File: config.mk
export PLATFORM = sky130hd
export DESIGN_NAME = parity_frame_ctrl
export DESIGN_NICKNAME = d
export VERILOG_FILES = /design/src/rtl/parity_pkg.sv /design/src/rtl/parity_accum.sv /design/src/rtl/parity_frame_ctrl.sv
export SDC_FILE = /design/constraint.sdc
export NUM_CORES = 1
export LEC_CHECK = 0
export CAP_MARGIN = 20
export CORE_MARGIN = 1.5
export CORE_UTILIZATION = 56
export DETAILED_ROUTE_END_ITERATION = 10
export PLACE_DENSITY = 0.81
export SYNTH_ARGS = -nofsm -noshare
export SYNTH_HDL_FRONTEND = slang
export SYNTH_SLANG_ARGS = --single-unit
File: constraint.sdc
create_clock -name clk -period 3.96 [get_ports clk]
set_clock_uncertainty 0.15 [all_clocks]
set_input_delay 0.594 -clock clk [delete_from_list [all_inputs] [get_ports clk]]
set_output_delay 0.594 -clock clk [all_outputs]
set_load 0.02 [all_outputs]
File: src/rtl/parity_pkg.sv
// parity_pkg: shared FSM states and parity constants for the serial parity-check path
package parity_pkg;
  typedef enum logic [1:0] {IDLE, DATA, PARITY, HOLD} state_t;
  localparam logic PAR_EVEN = 1'b0;
  localparam logic PAR_ODD = 1'b1;
  localparam int ERRCNT_W = 16;
endpackage

File: src/rtl/parity_accum.sv
// parity_accum: running XOR accumulator with clear, load and enable
module parity_accum (
  input  logic clk,
  input  logic clr,
  input  logic load,
  input  logic en,
  input  logic d,
  output logic acc
);
  always_ff @(posedge clk)
    acc <= clr ? 1'b0 : load ? d : en ? acc ^ d : acc;
endmodule

File: src/rtl/parity_frame_ctrl.sv
// parity_frame_ctrl: frames serial data+parity bits into checked words; PARITY_ERRCNT_EN adds err_cnt/err_clr
module parity_frame_ctrl
  import parity_pkg::*;
#(
  parameter int DATA_W = 8,
  parameter int ODD = 0
) (
  input  logic              clk,
  input  logic              rst,
  input  logic              datain,
  input  logic              bit_valid,
  input  logic              sof,
  output logic [DATA_W-1:0] data_out,
  output logic              par_err,
  output logic              out_valid,
  input  logic              out_ready,
  output logic              overrun,
`ifdef PARITY_ERRCNT_EN
  input  logic              err_clr,
  output logic [ERRCNT_W-1:0] err_cnt,
`endif
  output logic              busy
);
  localparam int CW = $clog2(DATA_W + 1);
  localparam logic POL = (ODD != 0) ? PAR_ODD : PAR_EVEN;
  state_t state;
  logic [DATA_W-1:0] sr;
  logic [CW-1:0] cnt;
  logic acc, sv, start, accept;
  assign sv = bit_valid & sof;
  assign accept = out_valid & out_ready;
  // a sof while holding a word only restarts if that word leaves the same cycle
  assign start = sv & (state != HOLD | out_ready);
  parity_accum u_acc (
    .clk (clk),
    .clr (rst),
    .load(start),
    .en  (bit_valid & ~sof & state == DATA),
    .d   (datain),
    .acc (acc)
  );
  always_ff @(posedge clk)
    if (rst) begin
      state <= IDLE;
      sr <= '0;
      cnt <= '0;
      data_out <= '0;
      par_err <= 1'b0;
      out_valid <= 1'b0;
      overrun <= 1'b0;
      busy <= 1'b0;
    end else if (start) begin
      sr <= {{(DATA_W-1){1'b0}}, datain};
      cnt <= CW'(1);
      state <= DATA;
      busy <= 1'b1;
      out_valid <= 1'b0;
    end else
      case (state)
        DATA: if (bit_valid) begin
          sr <= {sr[DATA_W-2:0], datain};
          cnt <= cnt + 1'b1;
          if (cnt == CW'(DATA_W - 1)) state <= PARITY;
        end
        PARITY: if (bit_valid) begin
          data_out <= sr;
          par_err <= acc ^ datain ^ POL;
          out_valid <= 1'b1;
          busy <= 1'b0;
          cnt <= '0;
          state <= HOLD;
        end
        HOLD: if (accept) begin
          out_valid <= 1'b0;
          state <= IDLE;
        end else if (sv) overrun <= 1'b1;
        default: ;
      endcase
`ifdef PARITY_ERRCNT_EN
  always_ff @(posedge clk)
    if (rst | err_clr) err_cnt <= '0;
    else if (accept & par_err & ~&err_cnt) err_cnt <= err_cnt + 1'b1;
`endif
endmodule

==> summary.md, run 1 <==
| Metric | Value |
|---|---|
| Run status | finished, final reports clean |
| Ordered list of cells on the worst path | clkdlybuf4s50_1 -> nor4b_4 -> mux2i_1 -> nor2_1 |
| TNS Setup | 0 ns |
| Ys Warns | 0 |
| H-tree depth | 1 |
| Chip width | about 49 um |
| Main area contributors after synthesis | dfxtp_1, mux2i_1, nor2_1 |
| Worst Path Class, Setup | in2reg |
| Die area | approximately 2400 um2 |
| Netlist cell types | 35 |
| Detailed Route WL | 2188 um |
| Initial core utilization | 0.6012 |
| Most frequent cells in the layout | nor2_1, dfxtp_1, clkdlybuf4s50_1 |
| Synth top area share | 0.4491 |
| Share of layout cells above drive strength 1 | 0.06944 |
| Post_cts resized | 0 |
| Post-CTS setup buffer count | 0 |
| Sink Count | 27 |
| Min Tclk post-route | about 2.4 ns |
| Post-synth EDFFs | 0 |
| Slew Viols, Final | 0 |
| Family with the most delay on the worst path | simple AND/OR/NAND/NOR gates |
| CP Launch Type | primary input |
| Critical Path AT | ~2.5 ns |
| Worst EP required | 4.01 ns |
| Via Count | 949 |
| Core area | 2002 um2 |
| Vias in the first global route | approximately 870 |
| Antenna violations before repair | 0 |
| Gr ovfl total | 0 |
| Worst skew pair latency | 0.32 ns |
| Number of max-cap violations | 0 |
| Commonest non-fill, non-tap cell in the layout | nor2_1 |
| RSZ-0062 raised after global routing | no |
| Leading area contributor after synthesis | dfxtp_1 |
| Worst-Margin Slew | 0.8419 ns |
| Routability Congestion | about 0.8 |
| Max stage delay on crit path | 0.78 ns |
| Drt first-iter violations | 21 |
| Max Fclk | 415.0 MHz |
| DR pass1 iterations | 4 |
| Slowest cell on crit path | nor4b_4 |
| Antenna viol nets, final | 0 |
| Hpwl dp | roughly 1600 um |
| Relative slew slack | 0.4363 |
| Setup violations, final | 0 |
| VDD IR max | 0.0002379 V |
| Sequential fraction of the synthesis area | 0.4491 |
| WL/cell | 12.80 um |
| Crit share post-route | 0.6085 |
| IO buf count | 17 |
| CTS Buffer Depth | 2 |
| First-pass GRT wire length | 3726 um |
| Residual DRC | 0 |
| Pwr Density | 312.2 nW/um2 |
| Leak | 0.5336 nW |
| CTS tree | yes |
| Total power | 0.0004348 W |
| Layout Nets | ~150 |
| Register bit total from synthesis | 27 |
| Syn nets | roughly 140 |
| Cells after Synth | 131 |
| Ant diodes | 0 |
| CP Max Fanout | 14 |
| Hold Vio Cnt, Final | 0 |
| Mean post-synth cell area | 9.188 um2 |
| Tot GR Track Use | 0.1936 |
| Hold buffers post-CTS | 0 |
| CP bufs+invs | 1 |
| Post-Syn Area | 1204 um2 |
| Worst Setup End Kind | flop |
| Root Driver | clkbuf_4 |
| Ys async rst share | 0 |
| Worst hold path class | reg2reg |
| Area Overhead vs Synth | 15.70% |
| Largest net degree at the start of global routing | 19 |
| Clock transition at path regs | 0.14 ns |
| CTS buffer count | 3 |
| IO Count | 18 |
| Core Util, Final | 0.6956 |
| Chip height | between 40 and 50 um |
| Post-DR vias/cell | 5.550 |
| Num rows | 16 |
| Post-synth top flop | dfxtp_1 |
-- layout make-up --
| type | count | area (um2) |
|---|---|---|
| inverter | 4 | 15.01 |
| sequential | 27 | 540.5 |
| clock buffer | 3 | 22.52 |
| tap | 27 | 33.78 |
| multi-input combinational | 92 | 603.1 |
| timing repair buffer | 17 | 170.2 |
| clock inverter | 1 | 7.507 |
| fill | 162 | 609.3 |
-- worst paths after layout --
| path | startpoint | end | slack (ns) | cells after the start |
|---|---|---|---|---|
| max | bit_valid | data_out[6] | 1.55 | 4 |
| min | overrun | overrun | 0.36 | 2 |
| max reg2reg | state[1] | data_out[6] | 1.80 | 4 |
| min reg2reg | overrun | overrun | 0.36 | 2 |
-- metal layers --
layer,part of all wire,GRT usage,up-vias,wire [um]
met3,0.046,0.04601,4,100
li1,-,-,486,-
met5,0,0,-,0
met1,0.47,0.2398,439,1038
met4,0.0096,0.06667,0,21
met2,0.47,0.3266,20,1027
-- where the power goes --
part | total, W | switching [W] | internal, W
sequential | 0.000282 | 0.00000633 | 0.000276
combinational | 0.0000352 | 0.0000199 | 0.0000153
clock | 0.000118 | 0.0000792 | 0.0000385
-- cell families (layout without fill, tap and decap cells) --
| logic type | after synthesis | after routing | synth area share |
|---|---|---|---|
| adders and majority gates | 1 | 1 | 0.01039 |
| DFF | 27 | 27 | 0.4491 |
| muxes | 16 | 16 | 0.1341 |
| and+or+nand+nor | 48 | 48 | 0.1923 |
| buffers and inverters | 12 | 25 | 0.04989 |
| xor gates and xnor gates | 1 | 1 | 0.007278 |
| AOI/OAI and AO/OA | 26 | 26 | 0.1570 |
-- Yosys cell counts, types with 2 or more instances --
library cell	n
a21oi_1	6
a22oi_1	2
buf_2	6
dfxtp_1	27
inv_1	3
mux2i_1	15
nand2_1	8
nand2b_1	2
nor2_1	28
nor2b_1	2
nor3_1	3
o21ai_0	6
-- worst reg2reg max path, cell delays in order, from the launching register on --
cell and delay, ns:
dfxtp_1 0.63, inv_2 0.15, nor4b_4 0.77, mux2i_1 0.30, nor2_1 0.05
-- flip-flops by register name, summed over array words and instances (netlist names) --
name,flops
out_valid,1
state,2
u_acc.acc,1
par_err,1
cnt,4
sr,8
data_out,8
busy,1
overrun,1
-- metrics by stage --
step                setup WS (ns)  instance area (um2)  std cells  hold WS (ns)
floorplan                   2.364                 1204        131        0.3135
global route                1.418                 1393        171        0.4008
CTS                         1.550                 1393        171        0.3582
global placement            1.260                 1363        167        0.3031
finish                      1.550                 1393        171        0.3592
detailed placement          1.203                 1363        167        0.3307
Note: power is estimated with default switching activity, not from simulation.
==> run 2, diff against run 1 <==
--- a/config.mk
+++ b/config.mk
@@ -6,10 +6,11 @@
 export NUM_CORES = 1
 export LEC_CHECK = 0
 export CAP_MARGIN = 20
+export CORE_ASPECT_RATIO = 0.6
 export CORE_MARGIN = 1.5
-export CORE_UTILIZATION = 56
+export CORE_UTILIZATION = 52
 export DETAILED_ROUTE_END_ITERATION = 10
-export PLACE_DENSITY = 0.81
+export PLACE_DENSITY = 0.76
 export SYNTH_ARGS = -nofsm -noshare
 export SYNTH_HDL_FRONTEND = slang
 export SYNTH_SLANG_ARGS = --single-unit
==> constraint.sdc (replaced) <==
create_clock -name clk -period 2.3 [get_ports clk]
set_clock_uncertainty 0.15 [all_clocks]
set_input_delay 0.345 -clock clk [delete_from_list [all_inputs] [get_ports clk]]
set_output_delay 0.345 -clock clk [all_outputs]
set_load 0.02 [all_outputs]
==> run 2 against run 1 <==
Utilization is 3.1 points lower. Sequential cell count stayed put. Critical endpoint is now state[1]. Clock power is 120% higher. Register-to-register slack worse by 1.4 ns. Cell count is 4.7% higher. Critical path type is now reg2reg. Highest routed layer unchanged. Largest cell class unchanged. Design area is 4.0% higher. Count of clock-buffer cells in the layout is 1 higher. Power is 87% higher.
==> summary.md, run 2 (synthesis gave the netlist of run 1 again) <==
| Metric | Value |
|---|---|
| Antenna violations before repair | 0 |
| Routability Congestion | about 0.86 |
| Sink Count | 27 |
| Detailed Route WL | 2443 um |
| FF-to-FF path depth | 4 |
| VDD IR max | 0.0004250 V |
| Clock share of power | 0.324 |
| Setup crit end | state[1] |
| CTS tree | yes |
| FF+latch area | approximately 540 um2 |
| Gr ovfl total | 0 |
| Post_cts resized | 0 |
| Post-CTS setup buffer count | 0 |
| RSZ-0062 raised after global routing | no |
| DR pass1 iterations | 4 |
| Biggest regs | data_out: 8 flops, sr: 8 flops, cnt: 4 flops |
| Clock transition at path regs | roughly 0.090 ns |
| Footprint of the multi-input gates | between 600 and 700 um2 |
| Flop pwr share | 0.596 |
| Worst Path Class, Setup | reg2reg |
| CP Max Fanout | 18 |
| RR Startpoint | state[0] |
| FF-to-FF End | state[1] |
| Layout Nets | 157 |
| Initial core utilization | 0.5522 |
| Critical Path Source | state[0] |
| M2 GR Usage | 0.3222 |
| Slew Viols, Final | 0 |
| Pwr Density | between 500 and 600 nW/um2 |
| Number of max-cap violations | 0 |
| Cells after DPL | 175 |
| Worst Setup End Kind | flop |
| Run status | finished, final reports clean |
| Hold buffers post-CTS | 0 |
| First-pass GRT wire length | 3988 um |
| Worst EP required | 2.35 ns |
| GR Layer Usage met1 | 0.2991 |
| H-tree depth | 1 |
| IO Count | 18 |
| Largest net degree at the start of global routing | 19 |
| Comb pwr share | 0.080 |
| TNS Setup | 0 ns |
| Ant diodes | 0 |
| Hpwl dp | ~1800 um |
| Antenna viol nets, final | 0 |
| Tot GR Track Use | 0.2110 |
| Switching part of the total | 0.2280 |
| # fillers | 179 |
| Global routing's busiest layer | met2 |
| Commonest non-fill, non-tap cell in the layout | nor2_1 |
| Die area | ~2600 um2 |
| Layout Cell Area excl Fill | ~1400 um2 |
| CTS buffer count | 3 |
| Worst skew pair latency | about 0.27 ns |
| Worst hold path class | reg2reg |
| Vias in the first global route | 799 |
| Via Count | slightly below 1000 |
| Total power | between 0.0008 and 0.0009 W |
| WL/cell | 13.65 um |
| Min Tclk post-route | between 1.5 and 2 ns |
| Drt first-iter violations | 65 |
| Chip width | 65.11 um |
| Residual DRC | 0 |
| Worst R2R Setup Slack | around 0.4 ns |
| Net Sw Power | 0.0001855 W |
| Placed Instance Area | 1404 um2 |
| Post-DR vias/cell | 5.380 |
| Area Overhead vs Synth | 20.37% |
| Num rows | 13 |
| CTS Buffer Depth | 2 |
| Share of layout cells above drive strength 1 | 0.09396 |
| CP Launch Type | flop |
| IO buf count | 17 |
| Final setup margin | 0.4020 ns |
| Max Fclk | 526.9 MHz |
| Critical Path AT | between 1.5 and 2 ns |
| Most frequent cells in the layout | nor2_1, dfxtp_1, clkdlybuf4s50_1 |
| Worst-Margin Slew | between 0.5 and 0.6 ns |
| DP Worst Slack | 0.2379 ns |
| Crit share post-route | 0.8252 |
| Setup violations, final | 0 |
| Core area | 2180 um2 |
| Chip height | 40.27 um |
| Relative slew slack | 0.6019 |
| Met3 usage | 0.07022 |
| Finished Layout Cells | 179 |
| Root Driver | clkbuf_8 |
| P_int | 0.0006280 W |
| Leak | ~0.57 nW |
| Hold Vio Cnt, Final | 0 |
-- run 2: area by class of cell --
type | count | area share
clock buffer | 4 | 0.03109
multi-input combinational | 92 | 0.4162
sequential | 27 | 0.3731
tap | 30 | 0.02591
inverter | 4 | 0.01036
timing repair buffer | 22 | 0.1434
-- run 2: power by group through the flow --
stage                     Combinational [W]  Sequential (W)  Clock, W
final                             0.0000653        0.000485  0.000263
after floorplan                   0.0000429        0.000490         0
after global placement            0.0000633        0.000495         0
after CTS                         0.0000654        0.000485  0.000269
after global routing              0.0000719        0.000487  0.000286
after detailed placement          0.0000652        0.000496         0
-- run 2: worst max-delay path, stage by stage, from the launching register on --
cell      delay, ns
dfxtp_1        0.71
nand2_1        0.18
o211ai_2       0.29
nand2_1        0.32
nor2_1         0.19
-- run 2: worst min path at each step --
| stage | slack, ns | from | depth (start not counted) | to |
|---|---|---|---|---|
| 6_report | 0.32 | overrun | 2 | overrun |
| 5_1_grt | 0.37 | busy | 2 | busy |
| 4_1_cts | 0.33 | overrun | 2 | overrun |
| 3_5_place_dp | 0.31 | overrun | 2 | overrun |
| 3_3_place_gp | 0.30 | overrun | 2 | overrun |
| 2_1_floorplan | 0.26 | rst | 1 | par_err |
-- run 2: layer usage --
metal	part of all wire	up-vias
met5	0	-
met4	0.0049	0
met3	0.052	2
met2	0.41	23
met1	0.53	447
li1	-	491
-- run 2: stage by stage --
| stage | util | hold WS [ns] |
|---|---|---|
| 3_5_place_dp | 0.6441 | 0.3137 |
| 2_1_floorplan | - | 0.2596 |
| 6_report | 0.6648 | 0.3241 |
| 3_3_place_gp | 0.6441 | 0.3025 |
| 5_1_grt | 0.6648 | 0.3728 |
| 4_1_cts | 0.6648 | 0.3340 |
==> run 3, diff against run 2 <==
==> constraint.sdc (replaced) <==
create_clock -name clk -period 1.9 [get_ports clk]
set_clock_uncertainty 0.15 [all_clocks]
set_input_delay 0.285 -clock clk [delete_from_list [all_inputs] [get_ports clk]]
set_output_delay 0.285 -clock clk [all_outputs]
set_load 0.02 [all_outputs]
==> run 3 against run 2 <==
Utilization grew 2.4 points. Global-route usage grew 0.70 points. Setup slack worse by 0.26 ns. Critical endpoint is now out_valid. Largest cell class unchanged. Combinational power increased by 45%. Sequential share of layout area shrank 1.3 points. Power is 23% higher. Critical path type is now reg2out.
==> summary.md, run 3 (synthesis gave the netlist of run 1 again) <==
| Metric | Value |
|---|---|
| Hpwl dp | 1882 um |
| Flop pwr share | 0.580 |
| Max stage delay on crit path | 0.63 ns |
| Comb pwr share | 0.094 |
| Number of max-cap violations | 0 |
| CTS tree | yes |
| Min Tclk post-route | 1.753 ns |
| Root Driver | clkbuf_8 |
| Sink Count | 27 |
| Leak | just under 0.6 nW |
| First-pass GRT wire length | about 4100 um |
| Cells after DPL | 180 |
| Initial core utilization | 0.5522 |
| Chip height | just over 40 um |
| Finished Layout Cells | 184 |
| Share of layout cells above drive strength 1 | 0.1299 |
| Crit share post-route | 0.9229 |
| CP Max Fanout | 5 |
| Drt first-iter violations | 53 |
| Biggest regs | data_out: 8 flops, sr: 8 flops, cnt: 4 flops |
| Chip width | 65.11 um |
| Relative slew slack | 0.8019 |
| Worst-Margin Slew | 0.2964 ns |
| Core area | 2180 um2 |
| Slowest cell on crit path | clkdlybuf4s50_1 |
| IO Count | 18 |
| Worst EP required | about 1.5 ns |
| Max Fclk | 570.3 MHz |
| WL/cell | between 10 and 15 um |
| P_int | 0.0007639 W |
| Detailed Route WL | ~2600 um |
| Gr ovfl total | 0 |
| CTS Buffer Depth | 2 |
| Largest net degree at the start of global routing | 16 |
| Run status | finished, final reports clean |
| Layout Nets | 162 |
| Hold buffers post-CTS | 0 |
| Commonest non-fill, non-tap cell in the layout | nor2_1 |
| Worst Path Class, Setup | reg2out |
| Antenna viol nets, final | 0 |
| Most frequent cells in the layout | nor2_1, dfxtp_1, clkdlybuf4s50_1 |
| CP bufs+invs | 1 |
| Critical Path AT | ~1.3 ns |
| DR pass1 iterations | 5 |
| Layout Cell Area excl Fill | 1500 um2 |
| Area Overhead vs Synth | 24.64% |
| # fillers | 180 |
| Via Count | approximately 990 |
| RSZ-0062 raised after global routing | no |
| Worst Setup End Kind | primary output |
| Die area | 2622 um2 |
| Routability Congestion | 0.9248 |
| Clock transition at path regs | 0.09 ns |
| CP Launch Type | flop |
| Worst hold path class | reg2reg |
| Worst skew pair latency | ~0.27 ns |
| Post-DR vias/cell | 5.386 |
| Vias in the first global route | 880 |
| Hold Vio Cnt, Final | 0 |
| Num rows | 13 |
| Tot GR Track Use | 0.2180 |
| H-tree depth | 1 |
| Setup violations, final | 0 |
| Switching part of the total | 0.2377 |
| Ant diodes | 0 |
| IO buf count | 17 |
| Placed Instance Area | approximately 1500 um2 |
| Post_cts resized | 0 |
| Family with the most delay on the worst path | buffers and inverters |
| Pwr Density | ~670 nW/um2 |
| CTS buffer count | 3 |
| Net Sw Power | between 0.0002 and 0.00025 W |
| Antenna violations before repair | 0 |
| Post-CTS setup buffer count | 0 |
| Clock share of power | 0.325 |
| Slew Viols, Final | 0 |
| Ordered list of cells on the worst path | clkdlybuf4s50_1 |
| VDD IR max | 0.0004955 V |
| Residual DRC | 0 |
==> run 3: changes by cell type in the layout (fill, tap and decap cells not counted) <==
cell and delta:
buf_12 +1, buf_4 +4, clkbuf_1 -1, clkinv_2 +1
==> run 3: final cells by class <==
class	instances	area (um2)	share of cell area
Multi-Input combinational cell	92	603.1	0.4020
Clock buffer	3	41.29	0.02752
Sequential cell	27	540.5	0.3603
Timing Repair Buffer	27	257.7	0.1718
Tap cell	30	37.54	0.02502
Clock inverter	1	5.005	0.003336
Inverter	4	15.01	0.01001
==> run 3: per-stage QoR <==
step | setup WS [ns] | hold slack (ns) | setup TNS [ns] | power (W) | utilization
3_3_place_gp | 0.02135 | 0.3186 | 0 | 0.0006857 | 0.6670
4_1_cts | 0.1489 | 0.3474 | 0 | 0.001005 | 0.6883
3_5_place_dp | -0.02039 | 0.3252 | -0.02039 | 0.0006890 | 0.6670
6_report | 0.1465 | 0.3448 | 0 | 0.001002 | 0.6883
2_1_floorplan | 0.4657 | 0.1996 | 0 | 0.0006454 | -
5_1_grt | 0.07303 | 0.3759 | 0 | 0.001044 | 0.6883
==> run 3: routing by layer <==
layer,part of all wire,global-route usage,vias to the layer above
met5,0,0,-
met4,0,0.03646,0
met3,0.055,0.07022,0
met2,0.42,0.3196,28
met1,0.53,0.3179,462
li1,-,-,501
==> run 3: worst paths after layout <==
check                endpoint      start  slack, ns  cells past startpoint
setup / recovery    out_valid  out_valid       0.15                      1
hold / removal        overrun    overrun       0.34                      2
setup reg to reg  data_out[6]   state[0]       0.31                      5
hold reg to reg       overrun    overrun       0.34                      2
==> run 3: power groups by stage <==
stage	Combinational, W	Clock (W)	Sequential [W]
2_1_floorplan	0.0000520	0	0.000593
3_3_place_gp	0.0000912	0	0.000594
3_5_place_dp	0.0000939	0	0.000595
4_1_cts	0.0000943	0.000329	0.000582
5_1_grt	0.000103	0.000358	0.000583
6_report	0.0000946	0.000326	0.000582
